$ cat src/rtl/mem_stage.sv
`timescale 1ns/1ps
// Pipeline MEM stage: request/grant/response data-memory port with lane steering, load extension
// and a registered write-back bundle. mem_size_i: 0=BYTE_S 1=BYTE_U 2=HALF_S 3=HALF_U 4=WORD.
module mem_stage (
    input  logic        clk,
    input  logic        rst_n,
    input  logic        valid_i,
    input  logic        mem_re_i,
    input  logic        mem_we_i,
    input  logic [2:0]  mem_size_i,
    input  logic [31:0] addr_i,
    input  logic [31:0] wdata_i,
    input  logic [4:0]  sel_rd_i,
    output logic        stall_o,
    output logic        dmem_req_o,
    output logic        dmem_we_o,
    output logic [31:0] dmem_addr_o,
    output logic [3:0]  dmem_be_o,
    output logic [31:0] dmem_wdata_o,
    input  logic        dmem_gnt_i,
    input  logic        dmem_rvalid_i,
    input  logic [31:0] dmem_rdata_i,
    output logic        wb_valid_o,
    output logic [4:0]  wb_rd_o,
    output logic [31:0] wb_data_o,
    output logic        misalign_o
);

    typedef enum logic [2:0] {
        BYTE_S = 3'd0,
        BYTE_U = 3'd1,
        HALF_S = 3'd2,
        HALF_U = 3'd3,
        WORD   = 3'd4
    } data_size_e;

    typedef enum logic [1:0] {IDLE, REQ, WAIT} state_e;

    state_e     state;
    data_size_e size_q;
    logic [1:0] off_q;
    logic [4:0] rd_q;

    data_size_e size_d;
    logic       is_byte;
    logic       is_half;
    logic       is_word;
    logic       mem_op;
    logic       misaligned;
    logic       accept;
    logic [3:0] be_d;
    logic [31:0] wdata_d;
    logic [31:0] shifted;
    logic [31:0] load_data;

    // Unknown size codes fall through to WORD behaviour.
    always_comb begin
        size_d     = data_size_e'(mem_size_i);
        is_byte    = (size_d == BYTE_S) || (size_d == BYTE_U);
        is_half    = (size_d == HALF_S) || (size_d == HALF_U);
        is_word    = !is_byte && !is_half;
        mem_op     = mem_re_i || mem_we_i;
        misaligned = (is_half && addr_i[0]) || (is_word && (addr_i[1:0] != 2'b00));
        accept     = (state == IDLE) && valid_i && mem_op && !misaligned;
        if (is_byte) begin
            be_d    = 4'b0001 << addr_i[1:0];
            wdata_d = {4{wdata_i[7:0]}};
        end else if (is_half) begin
            be_d    = 4'b0011 << addr_i[1:0];
            wdata_d = {2{wdata_i[15:0]}};
        end else begin
            be_d    = 4'b1111;
            wdata_d = wdata_i;
        end
    end

    always_comb begin
        shifted = dmem_rdata_i >> {off_q, 3'b000};
        case (size_q)
            BYTE_S:  load_data = {{24{shifted[7]}}, shifted[7:0]};
            BYTE_U:  load_data = {24'd0, shifted[7:0]};
            HALF_S:  load_data = {{16{shifted[15]}}, shifted[15:0]};
            HALF_U:  load_data = {16'd0, shifted[15:0]};
            default: load_data = shifted;
        endcase
    end

    // A grant releases a store immediately; a load is released only by its response.
    always_comb begin
        case (state)
            IDLE:    stall_o = accept;
            REQ:     stall_o = !(dmem_gnt_i && dmem_we_o);
            WAIT:    stall_o = !dmem_rvalid_i;
            default: stall_o = 1'b0;
        endcase
    end

    always_ff @(posedge clk or negedge rst_n) begin
        if (!rst_n) begin
            state        <= IDLE;
            size_q       <= BYTE_S;
            off_q        <= 2'd0;
            rd_q         <= 5'd0;
            dmem_req_o   <= 1'b0;
            dmem_we_o    <= 1'b0;
            dmem_addr_o  <= 32'd0;
            dmem_be_o    <= 4'd0;
            dmem_wdata_o <= 32'd0;
            wb_valid_o   <= 1'b0;
            wb_rd_o      <= 5'd0;
            wb_data_o    <= 32'd0;
            misalign_o   <= 1'b0;
        end else begin
            wb_valid_o <= 1'b0;
            misalign_o <= 1'b0;
            case (state)
                IDLE: begin
                    if (valid_i) begin
                        if (!mem_op) begin
                            wb_valid_o <= 1'b1;
                            wb_rd_o    <= sel_rd_i;
                            wb_data_o  <= addr_i;
                        end else if (misaligned) begin
                            misalign_o <= 1'b1;
                        end else begin
                            state        <= REQ;
                            size_q       <= size_d;
                            off_q        <= addr_i[1:0];
                            rd_q         <= sel_rd_i;
                            dmem_req_o   <= 1'b1;
                            dmem_we_o    <= mem_we_i;
                            dmem_addr_o  <= {addr_i[31:2], 2'b00};
                            dmem_be_o    <= be_d;
                            dmem_wdata_o <= wdata_d;
                        end
                    end
                end
                REQ: begin
                    if (dmem_gnt_i) begin
                        dmem_req_o <= 1'b0;
                        state      <= dmem_we_o ? IDLE : WAIT;
                    end
                end
                WAIT: begin
                    if (dmem_rvalid_i) begin
                        state      <= IDLE;
                        wb_valid_o <= 1'b1;
                        wb_rd_o    <= rd_q;
                        wb_data_o  <= load_data;
                    end
                end
                default: state <= IDLE;
            endcase
        end
    end

endmodule
$ cat config.mk
export PLATFORM = sky130hd
export DESIGN_NAME = mem_stage
export DESIGN_NICKNAME = d
export VERILOG_FILES = /design/src/rtl/mem_stage.sv
export SDC_FILE = /design/constraint.sdc
export NUM_CORES = 1
export LEC_CHECK = 0
export BUFFER_PORTS_ARGS = -buffer_cell sky130_fd_sc_hd__buf_2
export CAP_MARGIN = 10
export CORE_MARGIN = 10
export CORE_UTILIZATION = 50
export CTS_CLUSTER_DIAMETER = 30
export DETAILED_ROUTE_END_ITERATION = 10
export PLACE_DENSITY = 0.89
export SLEW_MARGIN = 10
export SYNTH_ARGS = -nofsm -noshare
export SYNTH_HDL_FRONTEND = slang
export SYNTH_SLANG_ARGS = --single-unit
$ cat constraint.sdc
create_clock -name clk -period 2.7 [get_ports clk]
set_clock_uncertainty 0.2 [all_clocks]
set_input_delay 0.135 -clock clk [delete_from_list [all_inputs] [get_ports clk]]
set_output_delay 0.135 -clock clk [all_outputs]
set_load 0.01 [all_outputs]
==> results.ini <==
[die]
rows = 39
coreArea_mm2 = 0.01147
die_area_mm2 = 0.01650
io_pins = 221
die_h_um = 128.5
die_w_um = 128.5
start_util_pct = 51.29

[synth]
synth-edff-count = 0
synth_area_per_cell_um2 = 10.81
synth.top_cell.area_share_pct = 50.63
yosysWarnings = 0
synth_largest_area_cell = dfrtp_1
synthCells = 544
synth_cell_types = 44
ys.flop_type = dfrtp_1
synth.area.top_cells = dfrtp_1 (51%), mux2_2 (12%), mux2i_1 (7.5%)
synth_seq_cells = 119
synth_common_cells = dfrtp_1 (119), mux2_2 (65), o21ai_0 (60)
async_reset_ff_share_pct = 100.0
ys_seq_area_share_pct = 50.63
yosysMostFrequentCell = dfrtp_1
syn-cell-area_mm2 = 0.005882

[placement]
io_buffers = 218
dp.cells = 886
dp_hpwl_um = 13990
post_dp_cell_area_mm2 = 0.007136
place.gp.congestion = 0.8672

[cts]
clk_pin_slew_worst_paths_ns = 0.06
htree_num_levels = 4
clkSinkCount = 119
cts.path.max_buffers = 2
clk_latency_ns = 0.41
cts_post_setup_buffers_inserted = 0
cts_tree = yes
root_buffer = clkbuf_16
numCtsBuffers = 17

[sta]
relSlewSlack_pct = 37.88
fin_crit_sh_pct = 96.09
slew_violations = 0
setup_violations = 0
fmax_mhz = 385.5
tns_ns = 0
hold_ws_ns = 0.04393
period_minus_slack_ns = 2.594
worst_pin_slew_ns = 0.9287
rsz0062_at_grt = false
hold_viol = 0

[layout]
drive_gt1_share_pct = 39.84
design_area_mm2 = 0.008682
instances_no_fill = 1014
fill_cells = 686
layout.nets = 970
area_growth_pct = 47.61

[power_and_ir_drop]
peakVddDrop_mv = 0.8532
combinationalPowerShare_pct = 38.0
p_seq_share_pct = 35.2
p_int_mw = 5.565
cellLeakagePower_nw = 4.123
switching_share_pct = 36.13
power_mw = 8.714
power_frac_clock_pct = 26.8
switchingPower_mw = 3.149
pwr_density_cell_mw_per_mm2 = 1004

[critical_path]
end_kind = flip-flop
worstPathArrival_ns = 2.67
critPathSlowestCell = or4b_1
critPathMaxStageDelay_ns = 0.54
path_cells = or4b_1 -> a21o_2 -> clkinv_2 -> nor2_1 -> a211oi_1
cp.required_ns = 2.78
worst-setup-path-type = reg -> reg
ff2ff_path_depth = 5
start_kind = flip-flop
crit_path_max_fanout = 30

[drt]
avgViaCountPerCell = 5.829
num_vias = 5911
drt_pass1_iterations = 7
wl_um = 22940
ant_nets = 0
first_iter_violations = 585
drc = 0
wl_per_cell_um = 22.62

[grt]
met2_usage_pct = 46.63
grt_pass1_vias = 6242
met1_usage_pct = 28.51
grtUsageTotal_pct = 27.16
grt_overflow_total = 0
grt_pass1_wl_um = 35030
grt_busiest_layer = met2
grt_max_degree = 48
antenna_found_initial = 4
met3_usage_pct = 7.639

[hold_path]
hold-path-cell-count = 4
worstHoldPathType = in -> reg

[run_status]
status = finished clean

[flow_run]
maxCapViolCount = 0

==> through the flow <==
| step | setup slack (ns) | utilization, % |
|---|---|---|
| after global placement | 0.4502 | 62.23 |
| after global routing | 0.03682 | 75.69 |
| after detailed placement | 0.3829 | 62.23 |
| after floorplan | 0.6872 | - |
| final | 0.1057 | 75.71 |
| after CTS | 0.03478 | 75.54 |
==> cell families (layout without fill, tap and decap cells) <==
logic type / Yosys count / after routing / share of synthesized area (%)
buffers and inverters: 50 / 371 / 4.254
multiplexers: 110 / 110 / 20.31
flip-flops: 119 / 119 / 50.63
AND/OR/NAND/NOR: 142 / 142 / 11.30
other: 1 / 7 / 0.06376
XOR/XNOR: 1 / 1 / 0.1489
adder cells (fa/ha/maj): 4 / 4 / 0.8509
AO/OA/AOI/OAI: 117 / 117 / 12.44
==> placed cells by master, fill, tap and decap left out, drive strengths merged, types with 2 or more instances in the layout <==
| cell | Yosys | layout |
|---|---|---|
| o21ai | 61 | 61 |
| o2bb2ai | 2 | 2 |
| nand3b | 2 | 2 |
| bufinv | 0 | 3 |
| a21o | 2 | 2 |
| nor2 | 42 | 42 |
| nor3 | 25 | 25 |
| dlygate4sd3 | 0 | 93 |
| a211oi | 27 | 27 |
| nor4 | 2 | 2 |
| a21oi | 6 | 6 |
| dfrtp | 119 | 119 |
| clkbuf | 17 | 22 |
| clkinv | 1 | 4 |
| diode | 0 | 5 |
| buf | 23 | 238 |
| conb | 1 | 2 |
| and2 | 8 | 8 |
| a31oi | 2 | 2 |
| or3 | 2 | 2 |
| o22ai | 8 | 8 |
| inv | 9 | 10 |
| ha | 4 | 4 |
| nor2b | 7 | 7 |
| mux2 | 65 | 65 |
| mux2i | 45 | 45 |
| nand2 | 48 | 48 |
| nand2b | 3 | 3 |
| o311ai | 6 | 6 |
==> layer usage <==
layer  wire, um  vias to the layer above
met4       1328                        0
met3       2088                      106
met2      11670                      403
met1       7851                     2832
met5          0                        -
li1           -                     2570
==> registers in the layout, indices dropped and copies added, names as in the netlist <==
| name | flops |
|---|---|
| size_q | 3 |
| state | 2 |
| wb_valid_o | 1 |
| rd_q | 5 |
| off_q | 2 |
| dmem_req_o | 1 |
| wb_rd_o | 5 |
| dmem_addr_o | 30 |
| wb_data_o | 32 |
| misalign_o | 1 |
| dmem_be_o | 4 |
| dmem_wdata_o | 32 |
| dmem_we_o | 1 |
==> worst max-delay path, delay by kind of cell (launching register included) <==
kind	cells	cell delay, ns
AOI/OAI and AO/OA	2	0.78
and+or+nand+nor	2	0.66
DFF	1	0.45
buffers and inverters	1	0.35
==> timing repair <==
item | in CTS | in global routing
endpoints found under the setup margin | 0 | 2
hold buffers | 93 | 0
endpoints found under the hold margin | 234 | 0
resized for setup | 0 | 2
==> cell type report <==
type	instances	area, um2	share of cell area (%)
Sequential cell	119	2978	34.30
Multi-Input combinational cell	376	2666	30.71
Timing Repair Buffer	331	2212	25.48
Clock buffer	22	474.2	5.462
Tap cell	143	178.9	2.061
Clock inverter	8	121.4	1.398
Inverter	10	38.79	0.4468
Antenna cell	5	12.51	0.1441
==> power groups by stage <==
stage / logic, mW / clock network, mW / registers, mW
floorplan: 1.41 / 0 / 3.31
global route: 3.56 / 2.42 / 3.14
global placement: 2.96 / 0 / 2.98
detailed placement: 3.05 / 0 / 3.02
CTS: 3.21 / 2.32 / 3.00
finish: 3.31 / 2.34 / 3.06
==> worst paths after layout <==
| kind | startpoint | end | slack (ns) |
|---|---|---|---|
| worst min register to register | wb_rd_o[4]$_DFFE_PN0P_ | wb_rd_o[4]$_DFFE_PN0P_ | 0.28 |
| min in group asynchronous | rst_n | dmem_addr_o[20]$_DFFE_PN0P_ | 0.08 |
| max in group asynchronous | rst_n | wb_data_o[18]$_DFFE_PN0P_ | 0.91 |
| worst min-delay path | dmem_rdata_i[16] | wb_data_o[8]$_DFFE_PN0P_ | 0.04 |
| worst max register to register | state[1]$_DFFE_PN0P_ | wb_data_o[11]$_DFFE_PN0P_ | 0.11 |
| worst max-delay path | state[1]$_DFFE_PN0P_ | wb_data_o[11]$_DFFE_PN0P_ | 0.11 |
Note: power is estimated with default switching activity, not from simulation.
